<file path="config.mk">
export PLATFORM = sky130hd
export DESIGN_NAME = wb_port_arbiter
export DESIGN_NICKNAME = d
export VERILOG_FILES = /design/src/rtl/wb_arb_pkg.sv /design/src/rtl/wb_hold_reg.sv /design/src/rtl/wb_port_arbiter.sv
export SDC_FILE = /design/constraint.sdc
export NUM_CORES = 1
export LEC_CHECK = 0
export CAP_MARGIN = 25
export CORE_AREA = 2 2 91 93
export CTS_BUF_LIST = sky130_fd_sc_hd__clkbuf_8 sky130_fd_sc_hd__clkbuf_16
export DETAILED_ROUTE_END_ITERATION = 8
export DIE_AREA = 0 0 93 95
export GPL_TIMING_DRIVEN = 0
export PLACE_DENSITY_LB_ADDON = 0.05
export SLEW_MARGIN = 30
export SYNTH_ARGS = -nofsm -noshare
export SYNTH_HDL_FRONTEND = slang
export SYNTH_SLANG_ARGS = --single-unit
</file>
<file path="constraint.sdc">
create_clock -name clk_in -period 2.8 [get_ports clk_in]
set_clock_uncertainty 0.2 [all_clocks]
set_input_delay 0.28 -clock clk_in [delete_from_list [all_inputs] [get_ports clk_in]]
set_output_delay 0.28 -clock clk_in [all_outputs]
set_load 0.05 [all_outputs]
</file>
<file path="src/rtl/wb_arb_pkg.sv">
// Shared definitions for the writeback port arbiter.
//   REG_ADDR_W / XLEN : register address and data widths
//   wb_src_e          : source tag reported with each register-file write
//   arb_state_e       : arbiter FSM states
package wb_arb_pkg;
  localparam int REG_ADDR_W = 5;
  localparam int XLEN       = 32;

  typedef enum logic [1:0] {
    WB_SRC_NONE = 2'b00,
    WB_SRC_PIPE = 2'b01,
    WB_SRC_MDU  = 2'b10,
    WB_SRC_HOLD = 2'b11
  } wb_src_e;

  typedef enum logic {
    ST_PIPE = 1'b0,
    ST_HOLD = 1'b1
  } arb_state_e;
endpackage

</file>
<file path="src/rtl/wb_hold_reg.sv">
// One-entry rd/data holding register for a displaced pipeline writeback.
//   clk, rst         : clock, synchronous active-high reset (empties entry)
//   load             : capture d_rd/d_data
//   clear            : empty the entry (load wins if both asserted)
//   d_rd, d_data     : entry to capture
//   q_rd, q_data     : held entry
module wb_hold_reg
  import wb_arb_pkg::*;
(
  input  logic                  clk,
  input  logic                  rst,
  input  logic                  load,
  input  logic                  clear,
  input  logic [REG_ADDR_W-1:0] d_rd,
  input  logic [XLEN-1:0]       d_data,
  output logic [REG_ADDR_W-1:0] q_rd,
  output logic [XLEN-1:0]       q_data
);
  always_ff @(posedge clk) begin
    if (rst) begin
      q_rd   <= '0;
      q_data <= '0;
    end else if (load) begin
      q_rd   <= d_rd;
      q_data <= d_data;
    end else if (clear) begin
      q_rd   <= '0;
      q_data <= '0;
    end
  end
endmodule

</file>
<file path="src/rtl/wb_port_arbiter.sv">
// Arbitrates the single register-file write port between the in-order
// pipeline writeback and the MDU result. When both want the port, the MDU
// wins and the pipeline entry is parked in a one-entry hold buffer and
// written the following cycle (pipeline stalled for exactly that cycle).
// A wait counter forces an MDU grant after MAX_WAIT consecutive losses.
//   clk_in, rst_in              : clock, synchronous active-high reset
//   pipe_*_in                   : pipeline writeback entry
//   pipe_stall_out              : pipeline holds its writeback inputs (registered)
//   mdu_valid_in/rd/data        : MDU result, held stable until accepted
//   mdu_ready_out               : MDU result accepted this cycle (combinational)
//   rf_wr_en/rd_addr/wr_data_out: register-file write port (registered)
//   wb_src_out                  : source of current write (wb_src_e)
// Optional macro WB_ARB_PERF_EN adds conflict_cnt_out / starve_cnt_out.
module wb_port_arbiter
  import wb_arb_pkg::*;
#(
  parameter int MAX_WAIT = 4
) (
  input  logic                  clk_in,
  input  logic                  rst_in,
  input  logic                  pipe_valid_in,
  input  logic                  pipe_rf_wr_en_in,
  input  logic [REG_ADDR_W-1:0] pipe_rd_in,
  input  logic [XLEN-1:0]       pipe_data_in,
  output logic                  pipe_stall_out,
  input  logic                  mdu_valid_in,
  input  logic [REG_ADDR_W-1:0] mdu_rd_in,
  input  logic [XLEN-1:0]       mdu_data_in,
  output logic                  mdu_ready_out,
  output logic                  rf_wr_en_out,
  output logic [REG_ADDR_W-1:0] rf_rd_addr_out,
  output logic [XLEN-1:0]       rf_wr_data_out,
  output logic [1:0]            wb_src_out
`ifdef WB_ARB_PERF_EN
  ,
  output logic [31:0]           conflict_cnt_out,
  output logic [31:0]           starve_cnt_out
`endif
);
  localparam int WAIT_W = (MAX_WAIT < 1) ? 1 : $clog2(MAX_WAIT + 1);
  localparam logic [WAIT_W-1:0] WAIT_MAX = WAIT_W'(MAX_WAIT);

  arb_state_e            state;
  logic [WAIT_W-1:0]     wait_cnt;
  logic [REG_ADDR_W-1:0] held_rd;
  logic [XLEN-1:0]       held_data;

  logic in_pipe, pipe_wr, rd_match, wait_full, mdu_grant, conflict;

  assign in_pipe   = (state == ST_PIPE);
  assign pipe_wr   = pipe_valid_in & pipe_rf_wr_en_in & in_pipe;
  assign rd_match  = (mdu_rd_in == pipe_rd_in);
  assign wait_full = (wait_cnt == WAIT_MAX);
  // Same-rd forces the older MDU result out first so the younger pipe value
  // is the one left in the register.
  assign mdu_grant = in_pipe & mdu_valid_in & (~pipe_wr | wait_full | rd_match);
  assign conflict  = mdu_grant & pipe_wr;

  assign mdu_ready_out = mdu_grant & ~rst_in;

  wb_hold_reg u_hold (
    .clk    (clk_in),
    .rst    (rst_in),
    .load   (conflict),
    .clear  (~in_pipe),
    .d_rd   (pipe_rd_in),
    .d_data (pipe_data_in),
    .q_rd   (held_rd),
    .q_data (held_data)
  );

  always_ff @(posedge clk_in) begin
    if (rst_in) begin
      state          <= ST_PIPE;
      wait_cnt       <= '0;
      pipe_stall_out <= 1'b0;
      rf_wr_en_out   <= 1'b0;
      rf_rd_addr_out <= '0;
      rf_wr_data_out <= '0;
      wb_src_out     <= WB_SRC_NONE;
    end else begin
      if (mdu_grant || !mdu_valid_in)
        wait_cnt <= '0;
      else if (!wait_full)
        wait_cnt <= wait_cnt + 1'b1;

      // Stall exactly for the cycle spent draining the hold buffer.
      pipe_stall_out <= conflict;

      case (state)
        ST_HOLD: begin
          rf_wr_en_out   <= (held_rd != '0);
          rf_rd_addr_out <= held_rd;
          rf_wr_data_out <= held_data;
          wb_src_out     <= WB_SRC_HOLD;
          state          <= ST_PIPE;
        end
        default: begin
          if (mdu_grant) begin
            rf_wr_en_out   <= (mdu_rd_in != '0);
            rf_rd_addr_out <= mdu_rd_in;
            rf_wr_data_out <= mdu_data_in;
            wb_src_out     <= WB_SRC_MDU;
            state          <= conflict ? ST_HOLD : ST_PIPE;
          end else if (pipe_wr) begin
            rf_wr_en_out   <= (pipe_rd_in != '0);
            rf_rd_addr_out <= pipe_rd_in;
            rf_wr_data_out <= pipe_data_in;
            wb_src_out     <= WB_SRC_PIPE;
            state          <= ST_PIPE;
          end else begin
            rf_wr_en_out   <= 1'b0;
            rf_rd_addr_out <= '0;
            rf_wr_data_out <= '0;
            wb_src_out     <= WB_SRC_NONE;
            state          <= ST_PIPE;
          end
        end
      endcase
    end
  end

`ifdef WB_ARB_PERF_EN
  always_ff @(posedge clk_in) begin
    if (rst_in) begin
      conflict_cnt_out <= '0;
      starve_cnt_out   <= '0;
    end else begin
      if (conflict)
        conflict_cnt_out <= conflict_cnt_out + 32'd1;
      if (mdu_grant && wait_full)
        starve_cnt_out <= starve_cnt_out + 32'd1;
    end
  end
`endif
endmodule

</file>
==> metrics.txt <==
DRC viols 0; Synth Instances 334; Seq pwr share 0.438; ANT cells 0; H-Tree Level Count 3; largest net degree at the start of global routing 14; Initial DRC Count 182; nets@finish 547; DP HPWL 6.90 mm; Synth area leader dfxtp_1; asr flop ratio synth 0; max_cap viols 0; Worst Path Max Fanout 10; first-pass GRT wire length 15.8 mm; Buffers on Ports 120; Slew @ Worst Pin 0.787 ns; DR vias 3,142; Most used DFF post-synth dfxtp_1; synth cell count leaders dfxtp_1, nor2_1, a32o_1; Overall Global Routing Usage 0.231; clock power share 0.333; vias per cell 5.46; fin. max-slew vios 0; synth unique cells 38; Worst path max stage delay 0.31 ns; worst path cell trace buf_2 > and3b_1 > buf_2 > a21oi_2 > a21oi_4 > nor2_4 > clkbuf_4 > clkbuf_4; Hold WC Path Type flip-flop to flip-flop; # rows 33; most frequent cell after synthesis dfxtp_1; WP data arrival 2.16 ns; DIE AREA 8840 um^2; VDD IR max 0.000343 V; Pre-antenna DRT Iters 4; Pint 2.02 mW; Crit. End Element output pin; Ys Warns 0; TritonCTS clock tree built; Detail Route Antenna Nets 0; CTS Buf Count 9; Slew HR 0.475; Area contributors post-synth dfxtp_1, a2111oi_2, a32o_1; Required @ worst endpoint 2.32 ns; Psw 0.833 mW; Min Hold Slack 0.271 ns; leakage 1.78 nW; outcome complete, no violations; Die H 95 um; #FFs+latches synth 82; Power Total 2.85 mW; CTS clk-pin slew, worst paths 0.08 ns; routed wire length 9.80 mm; # IOs 121; CTS root buf clkbuf_8; Die X 93 um; number of flops mapped to enable cells by yosys 0; clock sinks 82; initial antenna violation count 0; fin crit share 0.944; share of cells above drive strength 1 0.130; Highest Clock Rate 378 MHz; syn nets 415; startpoint class of the critical path flip-flop; CTS max path bufs 2; CORE AREA 7930 um^2; vias in the first global route 3,173; critical path class flip-flop to output pin; Syn Area/Cell 10.3 um^2; GRT overflow 0; PwrDens 570 nW/um^2; GPL Wtd Cong 0.898; Clock Latency Late Sink 0.36 ns; CP max-delay cell dfxtp_1; Routed WL per cell 17.0 um; Logic pwr share 0.229; synthesized area 3440 um^2; RSZ-0062 raised after global routing false; Sw Share 0.292; Setup-failing EPs final 0; Synth-to-Final Area Change 45.6%; Initial Utilization 0.434; post-synth top area share 0.477; post-layout min period 2.64 ns; final hold vios 0; Seq/Total Area, Yosys 0.477
## layer usage
metal | routed length [um] | vias to the layer above | global-route usage | share of wire
met5 | 0 | - | 0 | 0
met4 | 199 | 0 | 0.0956 | 0.020
met3 | 691 | 16 | 0.0583 | 0.071
met2 | 4620 | 128 | 0.375 | 0.47
met1 | 4290 | 1471 | 0.293 | 0.44
li1 | - | 1527 | - | -
## cell usage in the layout, fill, tap and decap left out, drive strengths merged, types with 2 or more instances in the layout
cell type / instances
a32o: 32
nand2: 10
clkbuf: 29
dfxtp: 82
a21oi: 27
xor2: 5
or4: 3
nor2: 40
a211oi: 11
inv: 3
bufinv: 2
nor3: 3
nor4: 2
o21ai: 2
a2111oi: 23
a22o: 5
buf: 17
clkdlybuf4s50: 119
nand4: 3
nor2b: 24
ha: 2
o211ai: 4
a22oi: 11
## registers in the layout, indices dropped and copies added (netlist names)
| signal | flops |
|---|---|
| pipe_stall_out | 1 |
| rf_rd_addr_out | 5 |
| rf_wr_data_out | 32 |
| rf_wr_en_out | 1 |
| state | 1 |
| u_hold.q_data | 32 |
| u_hold.q_rd | 5 |
| wait_cnt | 3 |
| wb_src_out | 2 |
## critical path, delay by kind of cell (launching register included)
kind / cells / cell delay [ns]
AOI/OAI and AO/OA: 2 / 0.27
buffers and inverters: 4 / 0.85
DFF: 1 / 0.31
and+or+nand+nor: 2 / 0.36
## path summary, 6_finish.rpt
kind | start | to | slack (ns) | cells past startpoint
hold reg to reg | u_hold.q_data[21] | u_hold.q_data[21] | 0.27 | 1
hold / removal | u_hold.q_data[21] | u_hold.q_data[21] | 0.27 | 1
setup / recovery | state | mdu_ready_out | 0.16 | 8
setup reg to reg | state | rf_wr_en_out | 0.44 | 7
## cells by family (layout without fill, tap and decap cells)
| logic type | count (synthesis) | after routing | synth area share |
|---|---|---|---|
| AOI/OAI and AO/OA | 117 | 117 | 0.314 |
| xor gates and xnor gates | 6 | 6 | 0.0153 |
| adders and majority gates | 2 | 2 | 0.00727 |
| buffers and inverters | 36 | 172 | 0.0520 |
| DFF | 82 | 82 | 0.477 |
| and+or+nand+nor | 91 | 91 | 0.134 |
## power by group through the flow
stage	clock (mW)	sequential (mW)	combinational (mW)
after floorplan	0	1.44	0.212
after global placement	0	1.28	0.645
after detailed placement	0	1.28	0.648
after CTS	0.972	1.25	0.653
after global routing	1.03	1.26	0.692
final	0.951	1.25	0.652
## stage by stage
stage	utilization	cells	cell area, um^2	setup slack (ns)	setup TNS [ns]
after floorplan	-	334	3440	0.767	0
after global placement	0.602	559	4770	-0.632	-0.632
after detailed placement	0.602	559	4770	-0.676	-0.676
after CTS	0.630	574	4990	0.0186	0
after global routing	0.632	575	5010	0.0391	0
final	0.632	575	5010	0.158	0
## cell type report
| type | instances | area (um^2) |
|---|---|---|
| sequential | 82 | 1640 |
| tap | 105 | 131 |
| timing repair buffer | 121 | 1210 |
| multi-input combinational | 216 | 1630 |
| clock buffer | 10 | 138 |
| inverter | 2 | 7.51 |
| fill | 707 | 2920 |
| clock inverter | 5 | 80.1 |
| buffer | 34 | 174 |
## repair_timing
item / 4_1_cts / 5_1_grt
setup endpoints to repair: 1 / 1
hold buffers: 0 / 0
pin swaps: 0 / 1
resized for setup: 7 / 2
endpoints found under the hold margin: 0 / 0
buffers inserted: 0 / 1
(Power assumes the default switching activity.)
